## src/rtl/controle_nivel_pkg.sv

```systemverilog
// Shared types and level-code helpers for the tank level controller.
package controle_nivel_pkg;

  typedef enum logic [2:0] {
    DESLIGADO = 3'd0,
    VAZIO     = 3'd1,
    ENCHENDO  = 3'd2,
    ESTAVEL   = 3'd3,
    CHEIO     = 3'd4,
    ERRO      = 3'd5
  } estado_t;

  localparam logic [2:0] NIV_VAZIO = 3'b000;
  localparam logic [2:0] NIV_BAIXO = 3'b001;
  localparam logic [2:0] NIV_MEDIO = 3'b011;
  localparam logic [2:0] NIV_CHEIO = 3'b111;

  // Sensors stack physically, so only "thermometer" codes {z,y,x} are legal.
  function automatic logic is_valid_level(input logic [2:0] niv);
    return (niv == NIV_VAZIO) || (niv == NIV_BAIXO) ||
           (niv == NIV_MEDIO) || (niv == NIV_CHEIO);
  endfunction

endpackage

```

## src/rtl/controle_nivel_debounce.sv

```systemverilog
// Two-flop synchroniser plus stability counter for one raw level sensor.
module debounce_sensor #(
  parameter int DEB_CYCLES = 50000
) (
  input  logic clk,
  input  logic rst_n,
  input  logic raw,
  output logic level
);

  localparam int            CW      = $clog2(DEB_CYCLES);
  localparam logic [CW-1:0] CNT_MAX = CW'(DEB_CYCLES - 1);

  logic          sync1_q, sync1_d;
  logic          sync2_q, sync2_d;
  logic          level_q, level_d;
  logic [CW-1:0] cnt_q, cnt_d;

  // Counter only advances while the synced input disagrees with the output;
  // any agreement (including a glitch ending) restarts the stability window.
  always_comb begin
    sync1_d = raw;
    sync2_d = sync1_q;
    level_d = level_q;
    cnt_d   = '0;
    if (sync2_q != level_q) begin
      if (cnt_q == CNT_MAX) begin
        level_d = sync2_q;
      end else begin
        cnt_d = cnt_q + CW'(1);
      end
    end
  end

  always_ff @(posedge clk or negedge rst_n) begin
    if (!rst_n) begin
      sync1_q <= 1'b0;
      sync2_q <= 1'b0;
      level_q <= 1'b0;
      cnt_q   <= '0;
    end else begin
      sync1_q <= sync1_d;
      sync2_q <= sync2_d;
      level_q <= level_d;
      cnt_q   <= cnt_d;
    end
  end

  assign level = level_q;

endmodule

```

## src/rtl/controle_nivel.sv

```systemverilog
// Tank level control: sensor conditioning, pump hysteresis/fault FSM and
// blink clock feeding the LED/buzzer indicator stage.
module controle_nivel
  import controle_nivel_pkg::*;
#(
  parameter int DEB_CYCLES = 50000,
  parameter int BLINK_DIV  = 25000000,
  parameter int ERR_HOLD   = 3
) (
  input  logic clk,
  input  logic rst_n,
  input  logic liga,
  input  logic sx,
  input  logic sy,
  input  logic sz,
  output logic x,
  output logic y,
  output logic z,
  output logic p,
  output logic o,
  output logic e,
  output logic pisca,
  output logic bomba
);

  localparam int            BW       = $clog2(BLINK_DIV + 1);
  localparam logic [BW-1:0] BLK_MAX  = BW'(BLINK_DIV - 1);
  localparam int            EW       = $clog2(ERR_HOLD + 1);
  localparam logic [EW-1:0] ERR_MAX  = EW'(ERR_HOLD - 1);

  logic          x_w, y_w, z_w;
  logic [2:0]    niv;
  logic          niv_ok;
  logic          ativo;

  logic          liga_s1_q, liga_s1_d;
  logic          e_q, e_d;
  estado_t       state_q, state_d;
  logic [EW-1:0] err_cnt_q, err_cnt_d;
  logic [BW-1:0] blk_cnt_q, blk_cnt_d;
  logic          pisca_q, pisca_d;
  logic          p_q, p_d;
  logic          o_q, o_d;
  logic          bomba_q, bomba_d;

  debounce_sensor #(.DEB_CYCLES(DEB_CYCLES)) u_deb_x (
    .clk(clk), .rst_n(rst_n), .raw(sx), .level(x_w)
  );
  debounce_sensor #(.DEB_CYCLES(DEB_CYCLES)) u_deb_y (
    .clk(clk), .rst_n(rst_n), .raw(sy), .level(y_w)
  );
  debounce_sensor #(.DEB_CYCLES(DEB_CYCLES)) u_deb_z (
    .clk(clk), .rst_n(rst_n), .raw(sz), .level(z_w)
  );

  assign niv    = {z_w, y_w, x_w};
  assign niv_ok = is_valid_level(niv);
  assign ativo  = (state_q == VAZIO) || (state_q == ENCHENDO) ||
                  (state_q == ESTAVEL) || (state_q == CHEIO);

  // liga is a level switch, so it is only synchronised, never debounced.
  always_comb begin
    liga_s1_d = liga;
    e_d       = liga_s1_q;
  end

  // Free-running blink divider, unrelated to the FSM.
  always_comb begin
    pisca_d   = pisca_q;
    blk_cnt_d = blk_cnt_q + BW'(1);
    if (blk_cnt_q == BLK_MAX) begin
      blk_cnt_d = '0;
      pisca_d   = ~pisca_q;
    end
  end

  // Counts consecutive invalid codes while the FSM is running.
  always_comb begin
    err_cnt_d = '0;
    if (e_q && ativo && !niv_ok && (err_cnt_q != ERR_MAX)) begin
      err_cnt_d = err_cnt_q + EW'(1);
    end
  end

  always_ff @(posedge clk or negedge rst_n) begin
    if (!rst_n) begin
      state_q <= DESLIGADO;
    end else begin
      state_q <= state_d;
    end
  end

  always_comb begin
    state_d = state_q;
    if (!e_q) begin
      state_d = DESLIGADO;
    end else if (ativo && !niv_ok && (err_cnt_q == ERR_MAX)) begin
      state_d = ERRO;
    end else begin
      case (state_q)
        DESLIGADO: begin
          if (niv == NIV_VAZIO)      state_d = VAZIO;
          else if (niv == NIV_CHEIO) state_d = CHEIO;
          else                       state_d = ESTAVEL;
        end
        VAZIO: begin
          if (niv != NIV_VAZIO) state_d = ENCHENDO;
        end
        ENCHENDO: begin
          if (niv == NIV_CHEIO)      state_d = CHEIO;
          else if (niv == NIV_VAZIO) state_d = VAZIO;
        end
        CHEIO: begin
          if (niv != NIV_CHEIO) state_d = ESTAVEL;
        end
        // Hysteresis: once the pump stops it restarts only at empty.
        ESTAVEL: begin
          if (niv == NIV_VAZIO)      state_d = VAZIO;
          else if (niv == NIV_CHEIO) state_d = CHEIO;
        end
        ERRO:    state_d = ERRO;
        default: state_d = DESLIGADO;
      endcase
    end
  end

  always_comb begin
    p_d     = (state_q == ERRO);
    o_d     = (state_q == CHEIO);
    bomba_d = (state_q == VAZIO) || (state_q == ENCHENDO);
  end

  always_ff @(posedge clk or negedge rst_n) begin
    if (!rst_n) begin
      liga_s1_q <= 1'b0;
      e_q       <= 1'b0;
      err_cnt_q <= '0;
      blk_cnt_q <= '0;
      pisca_q   <= 1'b0;
      p_q       <= 1'b0;
      o_q       <= 1'b0;
      bomba_q   <= 1'b0;
    end else begin
      liga_s1_q <= liga_s1_d;
      e_q       <= e_d;
      err_cnt_q <= err_cnt_d;
      blk_cnt_q <= blk_cnt_d;
      pisca_q   <= pisca_d;
      p_q       <= p_d;
      o_q       <= o_d;
      bomba_q   <= bomba_d;
    end
  end

  assign x     = x_w;
  assign y     = y_w;
  assign z     = z_w;
  assign p     = p_q;
  assign o     = o_q;
  assign e     = e_q;
  assign pisca = pisca_q;
  assign bomba = bomba_q;

endmodule

```

## config.mk

```make
export PLATFORM = sky130hd
export DESIGN_NAME = controle_nivel
export DESIGN_NICKNAME = d
export VERILOG_FILES = /design/src/rtl/controle_nivel_pkg.sv /design/src/rtl/controle_nivel_debounce.sv /design/src/rtl/controle_nivel.sv
export SDC_FILE = /design/constraint.sdc
export NUM_CORES = 1
export LEC_CHECK = 0
export CORE_ASPECT_RATIO = 0.9
export CORE_UTILIZATION = 40
export CTS_CLUSTER_DIAMETER = 120
export DETAILED_ROUTE_END_ITERATION = 6
export PLACE_DENSITY = 0.52
export SETUP_SLACK_MARGIN = 0.3
export SLEW_MARGIN = 10
export SYNTH_ARGS = -nofsm -noshare
export SYNTH_HDL_FRONTEND = slang
export SYNTH_HIERARCHICAL = 1
export SYNTH_SLANG_ARGS = --single-unit
```

## constraint.sdc

```tcl
create_clock -name clk -period 2.1 [get_ports clk]
set_input_delay 0.42 -clock clk [delete_from_list [all_inputs] [get_ports clk]]
set_output_delay 0.42 -clock clk [all_outputs]
set_load 0.01 [all_outputs]
```

==> results.sh, run 1 <==
export IMPL_firstDrtPassIters=4
export IMPL_holdWs_ns=0.350
export IMPL_synth_ff_type="dfrtp_1"
export IMPL_antenna_found_initial=0
export IMPL_clock_sinks=93
export IMPL_initial_core_util=0.417
export IMPL_async_reset_ff_frac=1.00
export IMPL_multi_input_area_um2=2160
export IMPL_seq_area_um2=2330
export IMPL_clockRootBuffer="clkbuf_16"
export IMPL_path_class="register to primary output"
export IMPL_slowest_stage="clkdlybuf4s50_1"
export IMPL_cts_made_buffers=9
export IMPL_relSlewSlack=0.754
export IMPL_synth_common_cells="dfrtp_1, nor2_1, xnor2_1"
export IMPL_io_pins=14
export IMPL_clk_pin_slew_worst_paths_ns=0.07
export IMPL_grt_max_degree=40
export IMPL_tns_ns=0
export IMPL_cap_violations=0
export IMPL_critical_path_arrival_ns=1.32
export IMPL_fin_crit_sh=0.831
export IMPL_synth_edf_count=0
export IMPL_port_buffers=13
export IMPL_combPwrFrac=0.028
export IMPL_via_per_inst=4.96
export IMPL_hold_viol_final=0
export IMPL_synth_area_leaders="dfrtp_1, xnor2_1, nor2_1"
export IMPL_worst_slew_pin_slew_ns=0.364
export IMPL_p_switching_w=0.000802
export IMPL_drt_iter0_drc=148
export IMPL_insertion_delay_ns=0.34
export IMPL_wirelength_mm=8.10
export IMPL_coreArea_um2=10900
export IMPL_cp_slowest_stage_delay_ns=0.55
export IMPL_drc=0
export IMPL_clockPowerShare=0.477
export IMPL_drv_slew=0
export IMPL_syn_area_um2=4560
export IMPL_grt_overflow=0
export IMPL_crit_chain="clkdlybuf4s50_1"
export IMPL_hold_class="register to register"
export IMPL_synth_top_area_cell="dfrtp_1"
export IMPL_path_delay_family="buffers and inverters"
export IMPL_cp_startpoint="u_deb_x/level"
export IMPL_critical_path_required_ns=1.68
export IMPL_synthToLayoutAreaGrowth_pct=16.1
export IMPL_fmax_mhz=573
export IMPL_leakagePower_nw=2.18
export IMPL_ys_seq_area_frac=0.510
export IMPL_cts_tree="yes"
export IMPL_grt_pass1_wl_mm=14.3
export IMPL_cellPowerDensity_nw_per_um2=701
export IMPL_cp_depth=1
export IMPL_syn_avg_cell_area_um2=11.1
export IMPL_dieWidth_um=115
export IMPL_fin_nets=449
export IMPL_synth_cells=411
export IMPL_first_global_vias=2948
export IMPL_switching_share=0.216
export IMPL_wire_per_inst_um=13.6
export IMPL_min_from="u_deb_y/sync1_q"
export IMPL_dr_total_vias=2950
export IMPL_yosys_warnings=6
export IMPL_rows=36
export IMPL_min_path_cells=0
export IMPL_dpl_hpwl_mm=5.48
export IMPL_synth_most_common_cell="dfrtp_1"
export IMPL_p_int_w=0.00291
export IMPL_cp_num_buf_inv=1
export IMPL_diodes=0
export IMPL_r2r_start="blk_cnt_q[0]"
export IMPL_yosysTopAreaCellShare=0.510
export IMPL_die_area_um2=11800
export IMPL_ys_ff_latch=93
export IMPL_fillers=1044
export IMPL_gp_congestion=0.715
export IMPL_worst_setup_path_end_kind="primary output"
export IMPL_cp_start_kind="register"
export IMPL_fin_worst_skew_ns=0.00833
export IMPL_peakVddDrop_uv=556
export IMPL_power_frac_seq=0.495
export IMPL_track_usage=0.158
export IMPL_htreeDepth=3
export IMPL_r2r_cells=6
export IMPL_outcome="finished clean"
export IMPL_ys_types=45
export IMPL_critPathMaxFanout=6
export IMPL_rsz0062_at_grt="yes"
export IMPL_die_h_um=103
export IMPL_syn_num_nets=422
export IMPL_cts_max_path_buffers=2
export IMPL_antenna_left=0
export IMPL_min_period_ns=1.74
export IMPL_finalSetupViolations=0
export IMPL_drive_above_1_share=0.178
power by group through the flow:
stage | sequential (W) | clock (W) | combinational [W]
6_report | 0.00184 | 0.00177 | 0.000104
5_1_grt | 0.00184 | 0.00192 | 0.000121
4_1_cts | 0.00184 | 0.00184 | 0.000109
3_5_place_dp | 0.00187 | 0 | 0.000107
3_3_place_gp | 0.00187 | 0 | 0.000106
2_1_floorplan | 0.00187 | 0 | 0.0000436
path summary, 6_finish.rpt:
| kind | end | slack (ns) |
|---|---|---|
| min in group asynchronous | u_deb_y/cnt_q[14] | 0.52 |
| hold / removal | u_deb_y/sync2_q | 0.35 |
| max in group asynchronous | u_deb_y/level | 1.02 |
| setup reg to reg | pisca | 0.38 |
| hold reg to reg | u_deb_y/sync2_q | 0.35 |
| setup / recovery | x | 0.36 |
cells by family (layout without fill, tap and decap cells):
family / after synthesis / in the layout / synth area share
muxes: 3 / 3 / 0.00740
and+or+nand+nor: 201 / 201 / 0.289
AOI/OAI and AO/OA: 24 / 24 / 0.0335
DFF: 93 / 93 / 0.510
buffers and inverters: 23 / 55 / 0.0271
xor gates and xnor gates: 62 / 62 / 0.119
adders and majority gates: 5 / 5 / 0.0137
metrics by stage:
stage | cell area (µm²) | cells | setup WS [ns] | power, W | utilization
CTS | 5220 | 592 | 0.297 | 0.00379 | 0.477
detailed placement | 4870 | 575 | 0.218 | 0.00198 | 0.445
global route | 5300 | 595 | 0.264 | 0.00388 | 0.484
floorplan | 4560 | 411 | 0.354 | 0.00191 | -
global placement | 4870 | 575 | 0.267 | 0.00198 | 0.445
finish | 5300 | 595 | 0.356 | 0.00371 | 0.484
sequential cells by signal (all words and copies together) (netlist names), 2 cells and up:
name           flops
blk_cnt_q         25
state_q            3
u_deb_z/cnt_q     16
err_cnt_q          2
u_deb_x/cnt_q     16
u_deb_y/cnt_q     16
layer usage:
layer | track usage | vias to the layer above | wire [µm]
li1 | - | 1498 | -
met1 | 0.217 | 1428 | 4240
met2 | 0.236 | 20 | 3540
met3 | 0.0524 | 4 | 258
met4 | 0.0490 | 0 | 59
met5 | 0 | - | 0
cells in the final DEF (no fill, tap or decap), types with 8 or more instances in the layout:
cell / synthesis / final
dfrtp_1: 93 / 89
nor2_1: 56 / 56
xnor2_1: 45 / 45
nand3_1: 23 / 23
nor3_1: 17 / 17
xor2_1: 17 / 17
inv_1: 16 / 16
nand2_1: 14 / 14
nand4_1: 13 / 13
nor4_2: 12 / 12
clkdlybuf4s50_1: 0 / 10
clkbuf_16: 0 / 9
nor2_2: 9 / 9
buf_4: 2 / 8
repair_timing:
| item | CTS | global route |
|---|---|---|
| resized for setup | 6 | 11 |
| cloned | 0 | 0 |
| hold buffers | 1 | 0 |
| setup buffers | 0 | 3 |
| endpoints found under the hold margin | 22 | 0 |
| pin swaps | 0 | 4 |
| setup endpoints to repair | 17 | 21 |
cell type report:
type	count	share of cell area
Clock inverter	7	0.0196
Clock buffer	9	0.0425
Tap cell	152	0.0359
Timing Repair Buffer	23	0.0427
Inverter	16	0.0113
Sequential cell	93	0.440
Multi-Input combinational cell	295	0.408
Power figures use the tool's default switching activity.
==> inputs of run 2 (changes only) <==
--- a/config.mk
+++ b/config.mk
@@ -9,7 +9,7 @@
 export CORE_UTILIZATION = 40
 export CTS_CLUSTER_DIAMETER = 120
 export DETAILED_ROUTE_END_ITERATION = 6
-export PLACE_DENSITY = 0.52
+export PLACE_DENSITY = 0.54
 export SETUP_SLACK_MARGIN = 0.3
 export SLEW_MARGIN = 10
 export SYNTH_ARGS = -nofsm -noshare
==> constraint.sdc (replaced) <==
create_clock -name clk -period 1.41 [get_ports clk]
set_input_delay 0.282 -clock clk [delete_from_list [all_inputs] [get_ports clk]]
set_output_delay 0.282 -clock clk [all_outputs]
set_load 0.01 [all_outputs]
==> run 2 against run 1 <==
  * The run now ends with negative setup slack left
  * Total power grew 52%
  * First-iteration DRC count grew 13%
  * Register-to-register slack got worse by 0.65 ns
  * Critical path depth is 4 higher
  * Die area is the same
  * Clock-buffer cell count up 2
  * Sequential power increased by 49%
==> results.sh, run 2 (synthesis gave the netlist of run 1 again) <==
export IMPL_grt_max_degree=39
export IMPL_firstDrtPassIters=4
export IMPL_grt_overflow=0
export IMPL_die_area_um2=11800
export IMPL_diodes=0
export IMPL_clockRootBuffer="clkbuf_16"
export IMPL_fin_crit_sh=1.19
export IMPL_dpl_hpwl_mm=6.24
export IMPL_fin_worst_skew_ns=0.00448
export IMPL_holdWs_ns=0.304
export IMPL_critical_path_arrival_ns=1.95
export IMPL_synthToLayoutAreaGrowth_pct=49.0
export IMPL_first_global_vias=3595
export IMPL_insertion_delay_ns=0.34
export IMPL_seq_area_um2=2330
export IMPL_switching_share=0.211
export IMPL_fin_util=0.621
export IMPL_leakagePower_nw=3.01
export IMPL_drive_above_1_share=0.504
export IMPL_drt_iter0_drc=167
export IMPL_grt_pass1_wl_mm=16.8
export IMPL_antenna_found_initial=0
export IMPL_clockPowerShare=0.460
export IMPL_cellPowerDensity_nw_per_um2=828
export IMPL_setup_ws_ns=-0.272
export IMPL_hold_class="input port to async pin"
export IMPL_clock_sinks=93
export IMPL_via_per_inst=4.88
export IMPL_wirelength_mm=9.98
export IMPL_peakVddDrop_uv=525
export IMPL_p_int_w=0.00444
export IMPL_track_usage=0.184
export IMPL_worst_setup_path_end_kind="register"
export IMPL_coreArea_um2=10900
export IMPL_fin_nets=560
export IMPL_rsz0062_at_grt="yes"
export IMPL_min_period_ns=1.68
export IMPL_power_frac_seq=0.486
export IMPL_hold_viol_final=0
export IMPL_total_power_w=0.00563
export IMPL_drv_slew=0
export IMPL_htreeDepth=3
export IMPL_fmax_mhz=595
export IMPL_mostFrequentLayoutCell="buf_4"
export IMPL_cap_violations=0
export IMPL_die_h_um=103
export IMPL_violations="negative setup slack"
export IMPL_largest_register_ffs=25
export IMPL_p_switching_w=0.00119
export IMPL_relSlewSlack=0.774
export IMPL_gp_congestion=0.764
export IMPL_outcome="complete, but fails checks"
export IMPL_worst_slew_pin_slew_ns=0.335
export IMPL_fillers=900
export IMPL_multi_input_area_um2=2680
export IMPL_cts_made_buffers=9
export IMPL_critical_path_required_ns=1.68
export IMPL_initial_core_util=0.417
export IMPL_clk_pin_slew_worst_paths_ns=0.06
export IMPL_dr_total_vias=3443
export IMPL_combPwrFrac=0.055
export IMPL_path_class="register to register"
export IMPL_drc=0
export IMPL_antenna_left=0
export IMPL_cts_max_path_buffers=2
export IMPL_port_buffers=13
export IMPL_post_place_ws_ns=-0.315
export IMPL_cts_tree="yes"
export IMPL_critPathMaxFanout=6
export IMPL_final_cell_mix="buf_4, dfrtp_1, xnor2_1"
export IMPL_top_register="blk_cnt_q"
export IMPL_finalSetupViolations=64
export IMPL_io_pins=14
export IMPL_tns_ns=-5.62
export IMPL_wire_per_inst_um=14.1
export IMPL_dieWidth_um=115
export IMPL_rows=36
export IMPL_cp_start_kind="register"
## run 2: cell type report
class | instances | area share
multi-input combinational | 296 | 0.394
clock buffer | 11 | 0.0357
tap | 152 | 0.0280
clock inverter | 5 | 0.0110
inverter | 16 | 0.00883
timing repair buffer | 133 | 0.179
sequential | 93 | 0.343
## run 2: what timing repair did
action,CTS,global route
buffers inserted,17,9
hold buffers,1,0
endpoints found under the setup margin,88,89
endpoints found under the hold margin,72,0
pin swaps,33,26
resized for setup,115,61
gates cloned,2,1
## run 2: stage by stage
step / cells / instance area, µm²
2_1_floorplan: 411 / 4660
3_3_place_gp: 660 / 5640
3_5_place_dp: 660 / 5640
4_1_cts: 696 / 6450
5_1_grt: 706 / 6800
6_report: 706 / 6800
## run 2: final timing paths
path / startpoint / endpoint / slack, ns / cells past startpoint
worst max-delay path: blk_cnt_q[7] / pisca / -0.27 / 5
worst min-delay path: rst_n / u_deb_y/cnt_q[12] / 0.30 / 2
worst max register to register: blk_cnt_q[7] / pisca / -0.27 / 5
worst min register to register: u_deb_x/sync1_q / u_deb_x/sync2_q / 0.35 / 0
max in group asynchronous: rst_n / u_deb_y/level / 0.59 / 3
min in group clk: u_deb_x/sync1_q / u_deb_x/sync2_q / 0.35 / 0
## run 2: routing by layer
layer  GRT usage  vias to the layer above  routed length [µm]
li1            -                     1725                   -
met4      0.0480                        0                  94
met1       0.238                     1675                4580
met5           0                        -                   0
met2       0.306                       32                5010
met3      0.0513                       11                 287
## run 2: power groups by stage
| stage | Combinational (W) | Clock (W) | Sequential (W) |
|---|---|---|---|
| floorplan | 0.0000688 | 0 | 0.00278 |
| global placement | 0.000222 | 0 | 0.00278 |
| detailed placement | 0.000225 | 0 | 0.00278 |
| CTS | 0.000274 | 0.00267 | 0.00273 |
| global route | 0.000340 | 0.00277 | 0.00274 |
| finish | 0.000308 | 0.00259 | 0.00274 |
## run 2: worst max-delay path: stages (launching register included)
cell and delay, ns:
dfrtp_1 0.39, or4_4 0.57, nor4_4 0.22, buf_4 0.19, buf_12 0.12, xor2_1 0.13
==> inputs of run 3 (changes only) <==
--- a/config.mk
+++ b/config.mk
@@ -7,7 +7,7 @@
 export LEC_CHECK = 0
 export CORE_ASPECT_RATIO = 0.9
 export CORE_UTILIZATION = 40
-export CTS_CLUSTER_DIAMETER = 120
+export CTS_CLUSTER_DIAMETER = 50
 export DETAILED_ROUTE_END_ITERATION = 6
 export PLACE_DENSITY = 0.54
 export SETUP_SLACK_MARGIN = 0.3
==> results of run 3 <==
The final DEF is identical to that of run 2; final timing and power are the same.
==> patch: new RTL, flow settings as in run 1 <==
Set the parameter `ERR_HOLD` to 5 (it was 3).
--- a/src/rtl/controle_nivel.sv
+++ b/src/rtl/controle_nivel.sv
@@ -5,7 +5,7 @@
 #(
   parameter int DEB_CYCLES = 50000,
   parameter int BLINK_DIV  = 25000000,
-  parameter int ERR_HOLD   = 3
+  parameter int ERR_HOLD   = 5
 ) (
   input  logic clk,
   input  logic rst_n,
Behaviour: same outputs for any inputs over 10 cycles, from zero or initial values and one cycle with rst_n low; that may be too few to reach the edited logic, so the function may still have changed.
==> patch against run 1 <==
  * Setup slack improved by 12 ps
  * Die area increased by 1.6%
  * Total power decreased by 1.2%
  * Count of clock-buffer cells in the layout increased by 2
  * Wire length about the same
  * Critical path type unchanged
  * Sequential cell count increased by 1
  * Area after synthesis increased by 1.6%
  * Non-clock buffer count decreased by 1
  * Highest routed layer unchanged
  * Final area increased by 0.26%
  * Largest power group unchanged
==> patch: results (changes against run 1) <==
Status
Status: complete, no violations (unchanged).

Clocking
The clock transition at the registers of the reported paths came to 70 ps (about the same). The root buffer selected by CTS is clkbuf_16 (unchanged). The number of clock buffers inserted by TritonCTS was 9 (unchanged).

The insertion delay of the later-clocked pin in the worst-skew pair is 340 ps (about the same). The deepest level of the CTS H-tree is 3 (unchanged).

Timing
The final number of hold-violating endpoints is 0 (unchanged). The measured slew at the worst slew-check pin was 552.6 ps (was 363.6 ps). The maximum clock skew at final layout is 12.18 ps (was 8.326 ps).

Place
The HPWL after detailed placement was 5.489 mm (was 5.478 mm). The cell total after placement is 580 (was 575). The count of input and output buffers came to 13 (unchanged). The global placement routability congestion was 0.7459 (was 0.7149).

Finish
The flip-flop count of the largest register after layout is 25 (unchanged). The final cell count without fillers is 599 (was 595). The total number of nets in the final design is 454 (was 449). The fraction of final layout cells sized beyond drive strength 1 came to 17.23% (was 17.83%).

The number of fillers in the final layout is 1050 (was 1044). The antenna diode count is 0 (unchanged).

Logic synthesis
The sequential element share of the synthesized area came to 50.73% (was 51.00%). Synth top cells by count: dfrtp_1 (94), nor2_1 (57), xnor2_1 (47) (was dfrtp_1 (93), nor2_1 (56), xnor2_1 (45)). The gate count of the mapped netlist is 418 (was 411). The share of the synthesized netlist area taken by xor and xnor gates was 11.71% (was 11.90%).

The adder-cell share of the synthesized area is 1.619% (was 1.371%). The post-synthesis compound-gate area fraction is 3.346% (was 3.345%). The post-synthesis mux area share is 1.808% (was 0.7403%). The count of cell types in the netlist is 48 (was 45). Top post-synthesis cells by area: dfrtp_1 (51%), xnor2_1 (8.9%), nor2_1 (4.6%), nor4_2 (3.2%), xor2_1 (2.8%) (was dfrtp_1 (51%), xnor2_1 (8.6%), nor2_1 (4.6%), nor4_2 (3.3%), xor2_1 (3.3%)).

The fraction of registers with async set or reset after synthesis is 100.0% (unchanged). The number of nets in the synthesized netlist was 430 (was 422).

GRT
The initial antenna violation count is 0 (unchanged). The global routing usage summed across all routing layers is 14.96% (was 15.76%). The largest net degree at the start of global routing was 43 (was 40). The global-route wire length before repair is 14.15 mm (was 14.28 mm). The number of global-route vias before repair is 2871 (was 2948).

Route
The met2 wire length is 3.454 mm (was 3.538 mm). The routed length on met3 is 253 µm (was 258 µm). The number of detailed-routing iterations run before antenna repair is 4 (unchanged). The initial detailed-routing violation count is 180 (was 148). The wire length reported by the detailed router is 8.103 mm (was 8.097 mm). The via density per instance was 5.012 (was 4.958).

The top layer reached by signal wires is met4 (unchanged). The detailed-route wire length on metal 1 was 4.316 mm (was 4.240 mm).

Worst setup path
In this design, the stage delay of the slowest critical-path cell is 560 ps. The largest driver fanout on the critical path is 5 (was 6). The cell type group with the largest total delay on the critical path is buffers and inverters (unchanged). The number of cell instances on the worst register-to-register path is 4 (was 6).

Power and ir drop
The reported leakage power is 0.002193 µW (was 0.002181 µW). The maximum resistive drop on vdd is 0.4134 mV (was 0.5562 mV).

Hold path
The class of the tightest hold or removal check is input pin to asynchronous set/reset pin (was register to register).
## patch: changes by cell type after synthesis, moves of 2 or more
cell,before,now
nand4_1,13,16
nor4b_1,6,8
mux2i_1,0,5
o31ai_1,4,1
xor2_1,17,15
and3_1,7,9
nand2_1,14,16
o21ai_0,7,9
buf_2,0,3
xnor2_1,45,47
o21a_1,0,2
nor3_1,17,13
a21oi_1,7,5
or4_1,4,1
## patch: kinds of logic after synthesis
family	Yosys count
multiplexers	8
buffers and inverters	24
AND/OR/NAND/NOR	200
AO/OA/AOI/OAI	24
adder cells (fa/ha/maj)	6
XOR/XNOR	62
flip-flops	94
## patch: stage by stage
stage                     setup slack [ps]  area, µm²  power [µW]  util (%)
final                                367.7       5311        3665     48.13
after global routing                 305.6       5311        3819     48.13
after CTS                            293.8       5258        3750     47.64
after detailed placement             271.2       4937        1998     44.74
after global placement               322.9       4937        1996     44.74
after floorplan                      468.5       4637        1933         -
## patch: layout make-up
cell class              count  area, µm²  area share [%]
flip-flops and latches     94       2356           44.36
multi-input cells         300       2185           41.13
clock buffers              11      252.7           4.759
repair buffers             22      207.7           3.910
well taps                 152      190.2           3.581
clock inverters             5      63.81           1.201
inverters                  15      56.30           1.060
## patch: report_power, final
part           internal, µW  switching [µW]  leakage (µW)
clock network          1000             705      0.000153
logic                  35.8            66.7      0.000776
registers              1830            23.4       0.00126
total                  2870             795       0.00219
## patch: per-layer routing
layer  global-route usage (%)  vias up
li1                         -     1509
met1                    22.60     1450
met2                    20.62       37
met3                    3.846        6
met4                    4.731        0
met5                        0        -
## patch: final timing paths
path | slack (ps) | end | start
hold / removal | 20 | bomba | rst_n
setup reg to reg | 410 | u_deb_x/cnt_q[12] | u_deb_x/cnt_q[10]
hold reg to reg | 350 | u_deb_x/sync2_q | u_deb_x/sync1_q
min in group clk | 350 | u_deb_x/sync2_q | u_deb_x/sync1_q
max in group asynchronous | 1480 | u_deb_x/cnt_q[15] | rst_n
setup / recovery | 370 | e | e
## patch: timing repair
| action | in CTS | in global routing |
|---|---|---|
| setup endpoints to repair | 4 | 15 |
| gates resized for setup | 3 | 6 |
| buffers inserted | 0 | 3 |
| cloned | 0 | 0 |
| pin swaps | 0 | 2 |
